===== src/rtl/nfc_pkg.sv =====
// Shared encodings for the NFC host sequencer: controller commands, response
// status codes, sequencer states and page geometry.
package nfc_pkg;

    localparam int PAGE_BYTES = 2048;
    localparam int BYTE_AW    = $clog2(PAGE_BYTES);

    localparam logic [2:0] CMD_WRITE  = 3'b001;
    localparam logic [2:0] CMD_READ   = 3'b010;
    localparam logic [2:0] CMD_RESET  = 3'b011;
    localparam logic [2:0] CMD_ERASE  = 3'b100;
    localparam logic [2:0] CMD_READID = 3'b101;
    localparam logic [2:0] CMD_NOP    = 3'b111;

    typedef enum logic [1:0] {
        ST_OK        = 2'b00,
        ST_FLASH_ERR = 2'b01,
        ST_TIMEOUT   = 2'b10,
        ST_ILLEGAL   = 2'b11
    } status_e;

    typedef enum logic [2:0] {
        S_IDLE,
        S_FILL,
        S_START,
        S_ARM,
        S_WAIT_DONE,
        S_DR_ADDR,
        S_DR_DATA,
        S_RESP
    } state_e;

    function automatic logic cmd_legal(input logic [2:0] cmd);
        return (cmd == CMD_WRITE) || (cmd == CMD_READ) || (cmd == CMD_ERASE) ||
               (cmd == CMD_RESET) || (cmd == CMD_READID);
    endfunction

    // Only the error flag belonging to the finished operation matters;
    // reset and read ID never report a flash error.
    function automatic status_e done_status(input logic [2:0] cmd,
                                            input logic       perr,
                                            input logic       eerr,
                                            input logic       rerr);
        status_e st;
        st = ST_OK;
        case (cmd)
            CMD_WRITE: if (perr) st = ST_FLASH_ERR;
            CMD_ERASE: if (eerr) st = ST_FLASH_ERR;
            CMD_READ:  if (rerr) st = ST_FLASH_ERR;
            default:   st = ST_OK;
        endcase
        return st;
    endfunction

endpackage


===== src/rtl/nfc_watchdog.sv =====
// Cycle counter that flags when an enabled wait has lasted TIMEOUT_CYC cycles.
// The count includes the first enabled cycle, so expired_o rises in cycle TIMEOUT_CYC-1.
module nfc_watchdog #(
    parameter logic [23:0] TIMEOUT_CYC = 24'd1_000_000
) (
    input  logic clk_i,
    input  logic rst_n_i,
    input  logic clr_i,
    input  logic en_i,
    output logic expired_o
);

    logic [23:0] cnt_q, cnt_d;

    assign expired_o = en_i && (cnt_q == TIMEOUT_CYC - 24'd1);

    always_comb begin
        cnt_d = cnt_q;
        if (clr_i) begin
            cnt_d = '0;
        end else if (en_i && !expired_o) begin
            cnt_d = cnt_q + 24'd1;
        end
    end

    always_ff @(posedge clk_i) begin
        if (!rst_n_i) begin
            cnt_q <= '0;
        end else begin
            cnt_q <= cnt_d;
        end
    end

endmodule


===== src/rtl/nfc_host_seq.sv =====
// Host-side sequencer for nfcm_top: accepts page write/read, erase, reset and
// read-ID requests, streams page data through the page buffer and reports status.
module nfc_host_seq
    import nfc_pkg::*;
#(
    parameter logic [23:0] TIMEOUT_CYC = 24'd1_000_000
) (
    input  logic        CLK,
    input  logic        rst_n,
    input  logic [2:0]  host_cmd,
    input  logic [15:0] host_rwa,
    input  logic        host_valid,
    output logic        host_ready,
    input  logic [7:0]  wr_data,
    input  logic        wr_valid,
    output logic        wr_ready,
    output logic [7:0]  rd_data,
    output logic        rd_valid,
    input  logic        rd_ready,
    output logic        resp_valid,
    output logic [1:0]  resp_status,
    output logic        BF_sel,
    output logic [10:0] BF_ad,
    output logic [7:0]  BF_din,
    output logic        BF_we,
    input  logic [7:0]  BF_dou,
    output logic [15:0] RWA,
    output logic [2:0]  nfc_cmd,
    output logic        nfc_strt,
    input  logic        nfc_done,
    input  logic        PErr,
    input  logic        EErr,
    input  logic        RErr
);

    localparam logic [BYTE_AW-1:0] LAST_BYTE = BYTE_AW'(PAGE_BYTES - 1);

    state_e               state_q, state_d;
    logic [BYTE_AW-1:0]   cnt_q, cnt_d;
    logic [2:0]           op_q, op_d;
    status_e              stat_q, stat_d;
    logic                 host_ready_q;
    logic                 bf_we_q, bf_we_d;
    logic [BYTE_AW-1:0]   bf_ad_q, bf_ad_d;
    logic [7:0]           bf_din_q, bf_din_d;
    logic [7:0]           rd_data_q, rd_data_d;
    logic                 rd_valid_q, rd_valid_d;
    logic [15:0]          rwa_q, rwa_d;
    logic [2:0]           nfc_cmd_q, nfc_cmd_d;
    status_e              resp_status_q, resp_status_d;

    logic host_acc, wr_acc, rd_acc, last_byte;
    logic wd_clr, wd_en, wd_expired;

    assign host_acc  = host_valid && host_ready_q;
    assign wr_acc    = wr_valid && (state_q == S_FILL);
    assign rd_acc    = rd_valid_q && rd_ready;
    assign last_byte = (cnt_q == LAST_BYTE);

    // ARM is counted too, so the timeout is measured from the start of ARM.
    assign wd_en  = (state_q == S_ARM) || (state_q == S_WAIT_DONE);
    assign wd_clr = !wd_en;

    nfc_watchdog #(
        .TIMEOUT_CYC (TIMEOUT_CYC)
    ) u_wdog (
        .clk_i     (CLK),
        .rst_n_i   (rst_n),
        .clr_i     (wd_clr),
        .en_i      (wd_en),
        .expired_o (wd_expired)
    );

    always_ff @(posedge CLK) begin
        if (!rst_n) begin
            state_q       <= S_IDLE;
            cnt_q         <= '0;
            stat_q        <= ST_OK;
            host_ready_q  <= 1'b0;
            bf_we_q       <= 1'b0;
            bf_ad_q       <= '0;
            bf_din_q      <= '0;
            rd_valid_q    <= 1'b0;
            rwa_q         <= '0;
            nfc_cmd_q     <= CMD_NOP;
            resp_status_q <= ST_OK;
        end else begin
            state_q       <= state_d;
            cnt_q         <= cnt_d;
            stat_q        <= stat_d;
            host_ready_q  <= (state_d == S_IDLE);
            bf_we_q       <= bf_we_d;
            bf_ad_q       <= bf_ad_d;
            bf_din_q      <= bf_din_d;
            rd_valid_q    <= rd_valid_d;
            rwa_q         <= rwa_d;
            nfc_cmd_q     <= nfc_cmd_d;
            resp_status_q <= resp_status_d;
        end
    end

    always_ff @(posedge CLK) begin
        op_q      <= op_d;
        rd_data_q <= rd_data_d;
    end

    always_comb begin
        state_d = state_q;
        cnt_d   = cnt_q;
        op_d    = op_q;
        stat_d  = stat_q;
        case (state_q)
            S_IDLE: begin
                if (host_acc) begin
                    op_d  = host_cmd;
                    cnt_d = '0;
                    if (host_cmd == CMD_WRITE) begin
                        state_d = S_FILL;
                    end else if (cmd_legal(host_cmd)) begin
                        state_d = S_START;
                    end else begin
                        state_d = S_RESP;
                        stat_d  = ST_ILLEGAL;
                    end
                end
            end
            S_FILL: begin
                if (wr_acc) begin
                    cnt_d = cnt_q + BYTE_AW'(1);
                    if (last_byte) state_d = S_START;
                end
            end
            S_START: state_d = S_ARM;
            S_ARM:   state_d = S_WAIT_DONE;
            S_WAIT_DONE: begin
                // A done arriving in the expiry cycle takes precedence.
                if (nfc_done) begin
                    stat_d  = done_status(op_q, PErr, EErr, RErr);
                    state_d = (op_q == CMD_READ) ? S_DR_ADDR : S_RESP;
                end else if (wd_expired) begin
                    stat_d  = ST_TIMEOUT;
                    state_d = S_RESP;
                end
            end
            S_DR_ADDR: state_d = S_DR_DATA;
            S_DR_DATA: begin
                if (rd_acc) begin
                    cnt_d   = cnt_q + BYTE_AW'(1);
                    state_d = last_byte ? S_RESP : S_DR_ADDR;
                end
            end
            S_RESP:  state_d = S_IDLE;
            default: state_d = S_IDLE;
        endcase
    end

    always_comb begin
        wr_ready   = (state_q == S_FILL);
        nfc_strt   = (state_q == S_START);
        resp_valid = (state_q == S_RESP);
        // The last FILL write lands in START, so keep the buffer selected for it.
        BF_sel     = (state_q inside {S_FILL, S_DR_ADDR, S_DR_DATA}) || bf_we_q;

        bf_we_d  = wr_acc;
        bf_ad_d  = bf_ad_q;
        bf_din_d = bf_din_q;
        if (wr_acc) begin
            bf_ad_d  = cnt_q;
            bf_din_d = wr_data;
        end
        if (state_d == S_DR_ADDR) bf_ad_d = cnt_d;

        // First DR_DATA cycle captures the buffer output; rd_valid follows.
        rd_data_d  = rd_data_q;
        rd_valid_d = rd_valid_q;
        if ((state_q == S_DR_DATA) && !rd_valid_q) begin
            rd_data_d  = BF_dou;
            rd_valid_d = 1'b1;
        end else if (rd_acc) begin
            rd_valid_d = 1'b0;
        end

        rwa_d = host_acc ? host_rwa : rwa_q;

        nfc_cmd_d = nfc_cmd_q;
        if ((state_d == S_IDLE) || (state_d == S_RESP)) begin
            nfc_cmd_d = CMD_NOP;
        end else if (host_acc) begin
            nfc_cmd_d = host_cmd;
        end

        resp_status_d = ((state_d == S_RESP) && (state_q != S_RESP)) ? stat_d : resp_status_q;
    end

    assign host_ready  = host_ready_q;
    assign BF_we       = bf_we_q;
    assign BF_ad       = bf_ad_q;
    assign BF_din      = bf_din_q;
    assign rd_data     = rd_data_q;
    assign rd_valid    = rd_valid_q;
    assign RWA         = rwa_q;
    assign nfc_cmd     = nfc_cmd_q;
    assign resp_status = resp_status_q;

endmodule


===== config.mk =====
export PLATFORM = sky130hd
export DESIGN_NAME = nfc_host_seq
export DESIGN_NICKNAME = d
export VERILOG_FILES = /design/src/rtl/nfc_pkg.sv /design/src/rtl/nfc_watchdog.sv /design/src/rtl/nfc_host_seq.sv
export SDC_FILE = /design/constraint.sdc
export NUM_CORES = 1
export LEC_CHECK = 0
export BUFFER_PORTS_ARGS = -buffer_cell sky130_fd_sc_hd__buf_2
export CORE_ASPECT_RATIO = 1.75
export CORE_MARGIN = 5
export CORE_UTILIZATION = 43
export CTS_BUF_LIST = sky130_fd_sc_hd__clkbuf_8
export DETAILED_ROUTE_END_ITERATION = 8
export PLACE_DENSITY = 0.65
export SETUP_SLACK_MARGIN = 0.4
export SYNTH_ARGS = -nofsm -noshare
export SYNTH_HDL_FRONTEND = slang
export SYNTH_SLANG_ARGS = --single-unit

===== constraint.sdc =====
create_clock -name CLK -period 3.3 [get_ports CLK]
set_clock_uncertainty 0.1 [all_clocks]
set_input_delay 0.66 -clock CLK [delete_from_list [all_inputs] [get_ports CLK]]
set_output_delay 0.66 -clock CLK [all_outputs]
set_load 0.03 [all_outputs]

Word-level counts from Yosys, hierarchy flattened
Index checks and enable logic that the tools add are counted.

Register bits after elaboration: 94. Latch bits: 0. Bits in writable memories: 0. ROM bits: 0. Bits of input ports: 44. Memories kept: 0.

Add/subtract/negate cells: 2. Multipliers: 0. Div/mod/pow operators: 0. Order comparisons: 0. Eq/ne operators: 20. Shifts and indexed selects: 0. Muxes and demuxes: 29. Bitwise gates (word level): 1. Reductions and logical operators: 24.

Operator list (number): 11-bit 2-to-1 mux (5); 11-bit case mux with 3 select lines (1); 3-bit equality test (second input constant) (9); 24-bit by 1-bit adder with 24-bit output (second input constant) (1); 24-bit by 20-bit equality test with 1-bit output (second input constant) (1); 3-bit 2-to-1 mux (8); 3-bit case mux with 8 select lines (1); 3-bit by 2-bit equality test with 1-bit output (second input constant) (5); 2-bit 2-to-1 mux (7); 11-bit by 1-bit adder with 11-bit output (second input constant) (1); 11-bit equality test (second input constant) (1); 3-bit by 1-bit equality test with 1-bit output (second input constant) (3); 1-bit logical AND (7); 1-bit logical OR (7); 3-bit logical NOT (2); 2-bit case mux with 3 select lines (1); 1-bit 2-to-1 mux (5); 2-bit case mux with 2 select lines (1); 2-bit AND reduction (2); 2-bit nonzero test (2); 3-bit inequality test (second input constant) (1); 3-bit nonzero test (1); 1-bit logical NOT (2); 2-bit OR reduction (1); 1-bit NOT (1).

Depth between registers and ports, before layout
Depth in word-level cells: 12. Depth in mapped cells: 9. Gate-level depth less buffers: 7.

By module
Synthesis repeated with hierarchy kept, for this count alone.

Cell total of the unflattened synthesis: 512. Area, all modules: 4440.5 µm².

Modules (own cells, without submodules): nfc_host_seq (instances 1, cells an instance 353, area each 3138.0 µm², seq. area each 1511.4 µm²); nfc_watchdog (instances 1, cells an instance 159, area each 1302.5 µm², seq. area each 480.5 µm²).

Least setup slack after synthesis
Ideal clock, no wire load.

Kind: input-to-reg. Start point: input host_cmd[0]. End point: register bf_ad_q[0], in the netlist BF_ad[0]. Setup time: 0.121 ns. Arrival: 2.135 ns. Setup slack: 0.943 ns. Stages on the path: 7. Buffers on the path: 1. Cell sequence: or3_1 a21oi_1 a211oi_1 a31oi_2 nand2b_2 buf_12 mux2_4.

Cells in the longest elaborated chain, start to end: 11.

RTL lines: start, declared (RTL line nfc_host_seq.sv:10) `input logic [2:0] host_cmd,`; 3-bit by 1-bit equality test with 1-bit output / 3-bit by 2-bit equality test with 1-bit output (equally long branches) (RTL line nfc_pkg.sv:34, nfc_host_seq.sv:117); 1-bit logical OR (3 in a row) (RTL line nfc_pkg.sv:34) `return (cmd == CMD_WRITE) || (cmd == CMD_READ) || (cmd == CMD_ERASE) ||`; 1-bit logical OR (RTL line nfc_pkg.sv:35) `(cmd == CMD_RESET) || (cmd == CMD_READID);`; 3-bit 2-to-1 mux (RTL line nfc_host_seq.sv:119) `end else if (cmd_legal(host_cmd)) begin`; 3-bit 2-to-1 mux (*) (RTL line nfc_host_seq.sv:117) `if (host_cmd == CMD_WRITE) begin`; 3-bit 2-to-1 mux (*) (RTL line nfc_host_seq.sv:114) `if (host_acc) begin`; 3-bit case mux with 8 select lines (*) (RTL line nfc_host_seq.sv:112) `case (state_q)`; 3-bit equality test (*) (RTL line nfc_host_seq.sv:171) `if (state_d == S_DR_ADDR) bf_ad_d = cnt_d;`; 11-bit 2-to-1 mux / 2-bit nonzero test (equally long branches); end signal, assigned (RTL line nfc_host_seq.sv:81) `bf_ad_q <= '0;`; end signal, assigned (RTL line nfc_host_seq.sv:93) `bf_ad_q <= bf_ad_d;`; end, declared (RTL line nfc_host_seq.sv:44) `logic [BYTE_AW-1:0] bf_ad_q, bf_ad_d;`.

Mark *: on every way between the ends. The rest lies on a longest branch, timed or not. A chain may end at the register's enable or synchronous reset.

Final worst setup path
Start point: register state_q[1]. End point: register bf_ad_q[10], in the netlist BF_ad[10].

Cells in the longest elaborated chain, start to end: 8.

RTL lines: start, declared (RTL line nfc_host_seq.sv:38) `state_e state_q, state_d;`; start signal, assigned (RTL line nfc_host_seq.sv:88) `state_q <= state_d;`; 3-bit by 2-bit equality test with 1-bit output / 3-bit equality test (equally long branches) (RTL line nfc_host_seq.sv:61, nfc_host_seq.sv:112); 1-bit logical OR (RTL line nfc_host_seq.sv:61) `assign wd_en = (state_q == S_ARM) || (state_q == S_WAIT_DONE);`; 1-bit logical AND (RTL line nfc_watchdog.sv:15) `assign expired_o = en_i && (cnt_q == TIMEOUT_CYC - 24'd1);`; 3-bit 2-to-1 mux (RTL line nfc_host_seq.sv:140) `end else if (wd_expired) begin`; 3-bit 2-to-1 mux (RTL line nfc_host_seq.sv:137) `if (nfc_done) begin`; 3-bit case mux with 8 select lines (RTL line nfc_host_seq.sv:112); 3-bit equality test (RTL line nfc_host_seq.sv:171); 11-bit 2-to-1 mux / 2-bit nonzero test (equally long branches).

Several ways; a longest one is shown, not always the timed one.

==> reports/results.ini <==
[synth]
ys_ff_latch=94
yosysSeqAreaShare_pct=45.6
synthTopCellsByArea=dfxtp_1 (38%), nand2_1 (7.9%), edfxtp_1 (7.6%), a21oi_1 (5.6%), nor2_1 (3.7%)
synthDistinctLibCells=71
ys.flop_type=dfxtp_1
synth_edf_count=11
synth_nets=528
synthCells=482
yosys-top-cells-count=nand2_1 (92), dfxtp_1 (83), a21oi_1 (49)
yosysTopAreaCell=dfxtp_1
async_flop_share_pct=0
synth_top_area_share_pct=38.0
synth_most_common_cell=nand2_1
syn_area_per_cell_um2=9.07
syn_area_um2=4370
yosys_warnings=0

[floorplan]
die_h_um=143
coreArea_um2=9910
rows=48
start_util_pct=44.1
die_area_um2=12400
fp.dieW_um=86.2
num_io_pins=99

[sta]
fmax_ghz=0.364
min_period_over_period_pct=83.4
tightestPinTransition_ns=0.929
finalMaxSlewViolations=0
setup_viol=0
fin_crit_ns=2.75
hold_viol_final=0
relSlewSlack_pct=38.1
setup_ws_ns=0.549
fin_setup_tns_ns=0
rsz0062_at_grt=no

[clocking]
clock_path_buffers=2
post_cts_buffers=0
cts_tree=done
worstSkewPairLatency_ns=0.37
path_clk_slew_ns=0.10
htreeDepth=3
cts_hold_buffers=0
cts_num_sinks=94
post_cts_resized=0
clockRootBuffer=clkbuf_8
cts_buffers=9

[power]
p_int_w=0.00181
power.share.sequential_pct=46.9
power_density_nw_per_um2=552
netSwitchingFraction_pct=35.6
combPwrFrac_pct=25.5
cellLeakagePower_nw=1.96
ir_drop_mv=0.312
switching_power_w=0.00100
pwr-share-clk_pct=27.6

[global_routing]
antenna_found_initial=0
gr-usage-met2_pct=31.6
grt.total_usage_pct=17.3
gr-usage-met1_pct=18.7
grt_pass1_wl_um=17000
grt_pass1_vias=3607
busiest_layer=met2
use_met3_pct=3.79
grt_overflow=0
grt_max_degree=46

[critical_path]
cp-end-kind=register
path_class=reg2reg
cp_data_arrival_time_ns=2.92
crit_required_ns=3.46
cp_max_fo=16
timing.rr.start=state_q[1]$_SDFF_PN0_
cp-start-kind=register
crit_start=state_q[1]$_SDFF_PN0_

[finish]
final_layout_size_suffix_gt1_share_pct=27.7
antenna-diode-count=0
syn_to_final_growth_pct=16.6
design_area_um2=5100
nets=618

[place]
globalplace.congestion=0.833
pre_cts_slack_ns=0.460
dpl_cell_area_um2=4900
io_buffer_count=98
hpwlAfterDp_um=7830

[route]
vias=3723
viasPerCell=5.30
wl_um=10700
first_iter_violations=165
ant_nets=0
drt-wirelength-per-cell_um=15.2
drtPass1Iterations=4
drc_errors=0

[status]
status=completed

[hold_path]
min_from=RWA[15]$_SDFFE_PN0P_
hp-class=reg2reg

[job]
drv_cap=0

## final cells by class
| type | instances | area, um2 |
|---|---|---|
| Fill cell | 962 | 4810 |
| Multi-Input combinational cell | 360 | 2220 |
| Sequential cell | 94 | 1990 |
| Timing Repair Buffer | 101 | 513 |
| Tap cell | 125 | 156 |
| Clock buffer | 9 | 124 |
| Clock inverter | 7 | 75.1 |
| Inverter | 6 | 22.5 |
## per-layer routing
metal	vias to the layer above	wire length, um
li1	1873	-
met1	1750	4120
met2	79	5800
met3	21	468
met4	0	284
met5	-	0
## critical path: stages, from the launching register on
cell and delay (ns):
dfxtp_1 0.72, nand3b_2 0.22, o21ai_2 0.38, a2bb2oi_1 0.14, o22ai_2 0.28, nand2b_2 0.43
mux2_2 0.38
## final timing paths
path                            end  slack [ns]  depth (start not counted)
max          BF_ad[10]$_SDFFE_PN0P_        0.55                          6
min            RWA[15]$_SDFFE_PN0P_        0.36                          2
max reg2reg  BF_ad[10]$_SDFFE_PN0P_        0.55                          6
min reg2reg    RWA[15]$_SDFFE_PN0P_        0.36                          2
## power by group through the flow
stage	clock network, W	logic (W)	registers, W
finish	0.000778	0.000719	0.00132
floorplan	0	0.000498	0.00140
global placement	0	0.000714	0.00134
detailed placement	0	0.000718	0.00134
global route	0.000846	0.000782	0.00133
CTS	0.000797	0.000720	0.00132
## stage by stage
step	hold WS, ns	cells	total power, W	util (%)
2_1_floorplan	0.378	482	0.00189	-
3_3_place_gp	0.339	686	0.00205	49.5
3_5_place_dp	0.343	686	0.00206	49.5
4_1_cts	0.341	702	0.00283	51.5
5_1_grt	0.329	702	0.00296	51.5
6_report	0.357	702	0.00282	51.5
## flip-flops by register name, indices dropped and copies added, names as in the netlist
| register | count |
|---|---|
| rd_valid | 1 |
| state_q | 3 |
| RWA | 16 |
| stat_q | 2 |
| rd_data | 8 |
| nfc_cmd | 3 |
| resp_status | 2 |
| BF_din | 8 |
| BF_we | 1 |
| host_ready | 1 |
| u_wdog.cnt_q | 24 |
| cnt_q | 11 |
| BF_ad | 11 |
| op_q | 3 |
## cell usage in the layout, fill, tap and decap left out, types with 3 or more instances in the layout
cell      synthesis  final
buf_2             3     98
nand2_1          92     92
dfxtp_1          83     83
a21oi_1          49     49
nor2_1           43     43
xor2_1           14     14
nand3_1          14     14
o21ai_0          13     13
nor3_1           11     11
nand4_1          11     11
edfxtp_1         11     11
and2_1           10     10
mux2_4           10     10
clkbuf_8          0      9
and3_1            8      8
xnor2_1           8      8
inv_1             5      6
or3_1             5      5
o221a_2           5      5
mux2i_1           4      4
and4_1            3      3
a21boi_0          3      3
buf_4             3      3
## logic make-up (layout without fill, tap and decap cells)
family                     count (synthesis)  in the layout  share of synthesized area, %
muxes                                     16             16                          4.86
and+or+nand+nor                          228            228                          27.1
DFF                                       94             94                          45.6
buffers and inverters                     28            123                          3.75
adders and majority gates                  2              2                         0.572
xor gates and xnor gates                  22             22                          4.41
AOI/OAI and AO/OA                         92             92                          13.8
No activity file was read; power rests on OpenSTA's default activity.
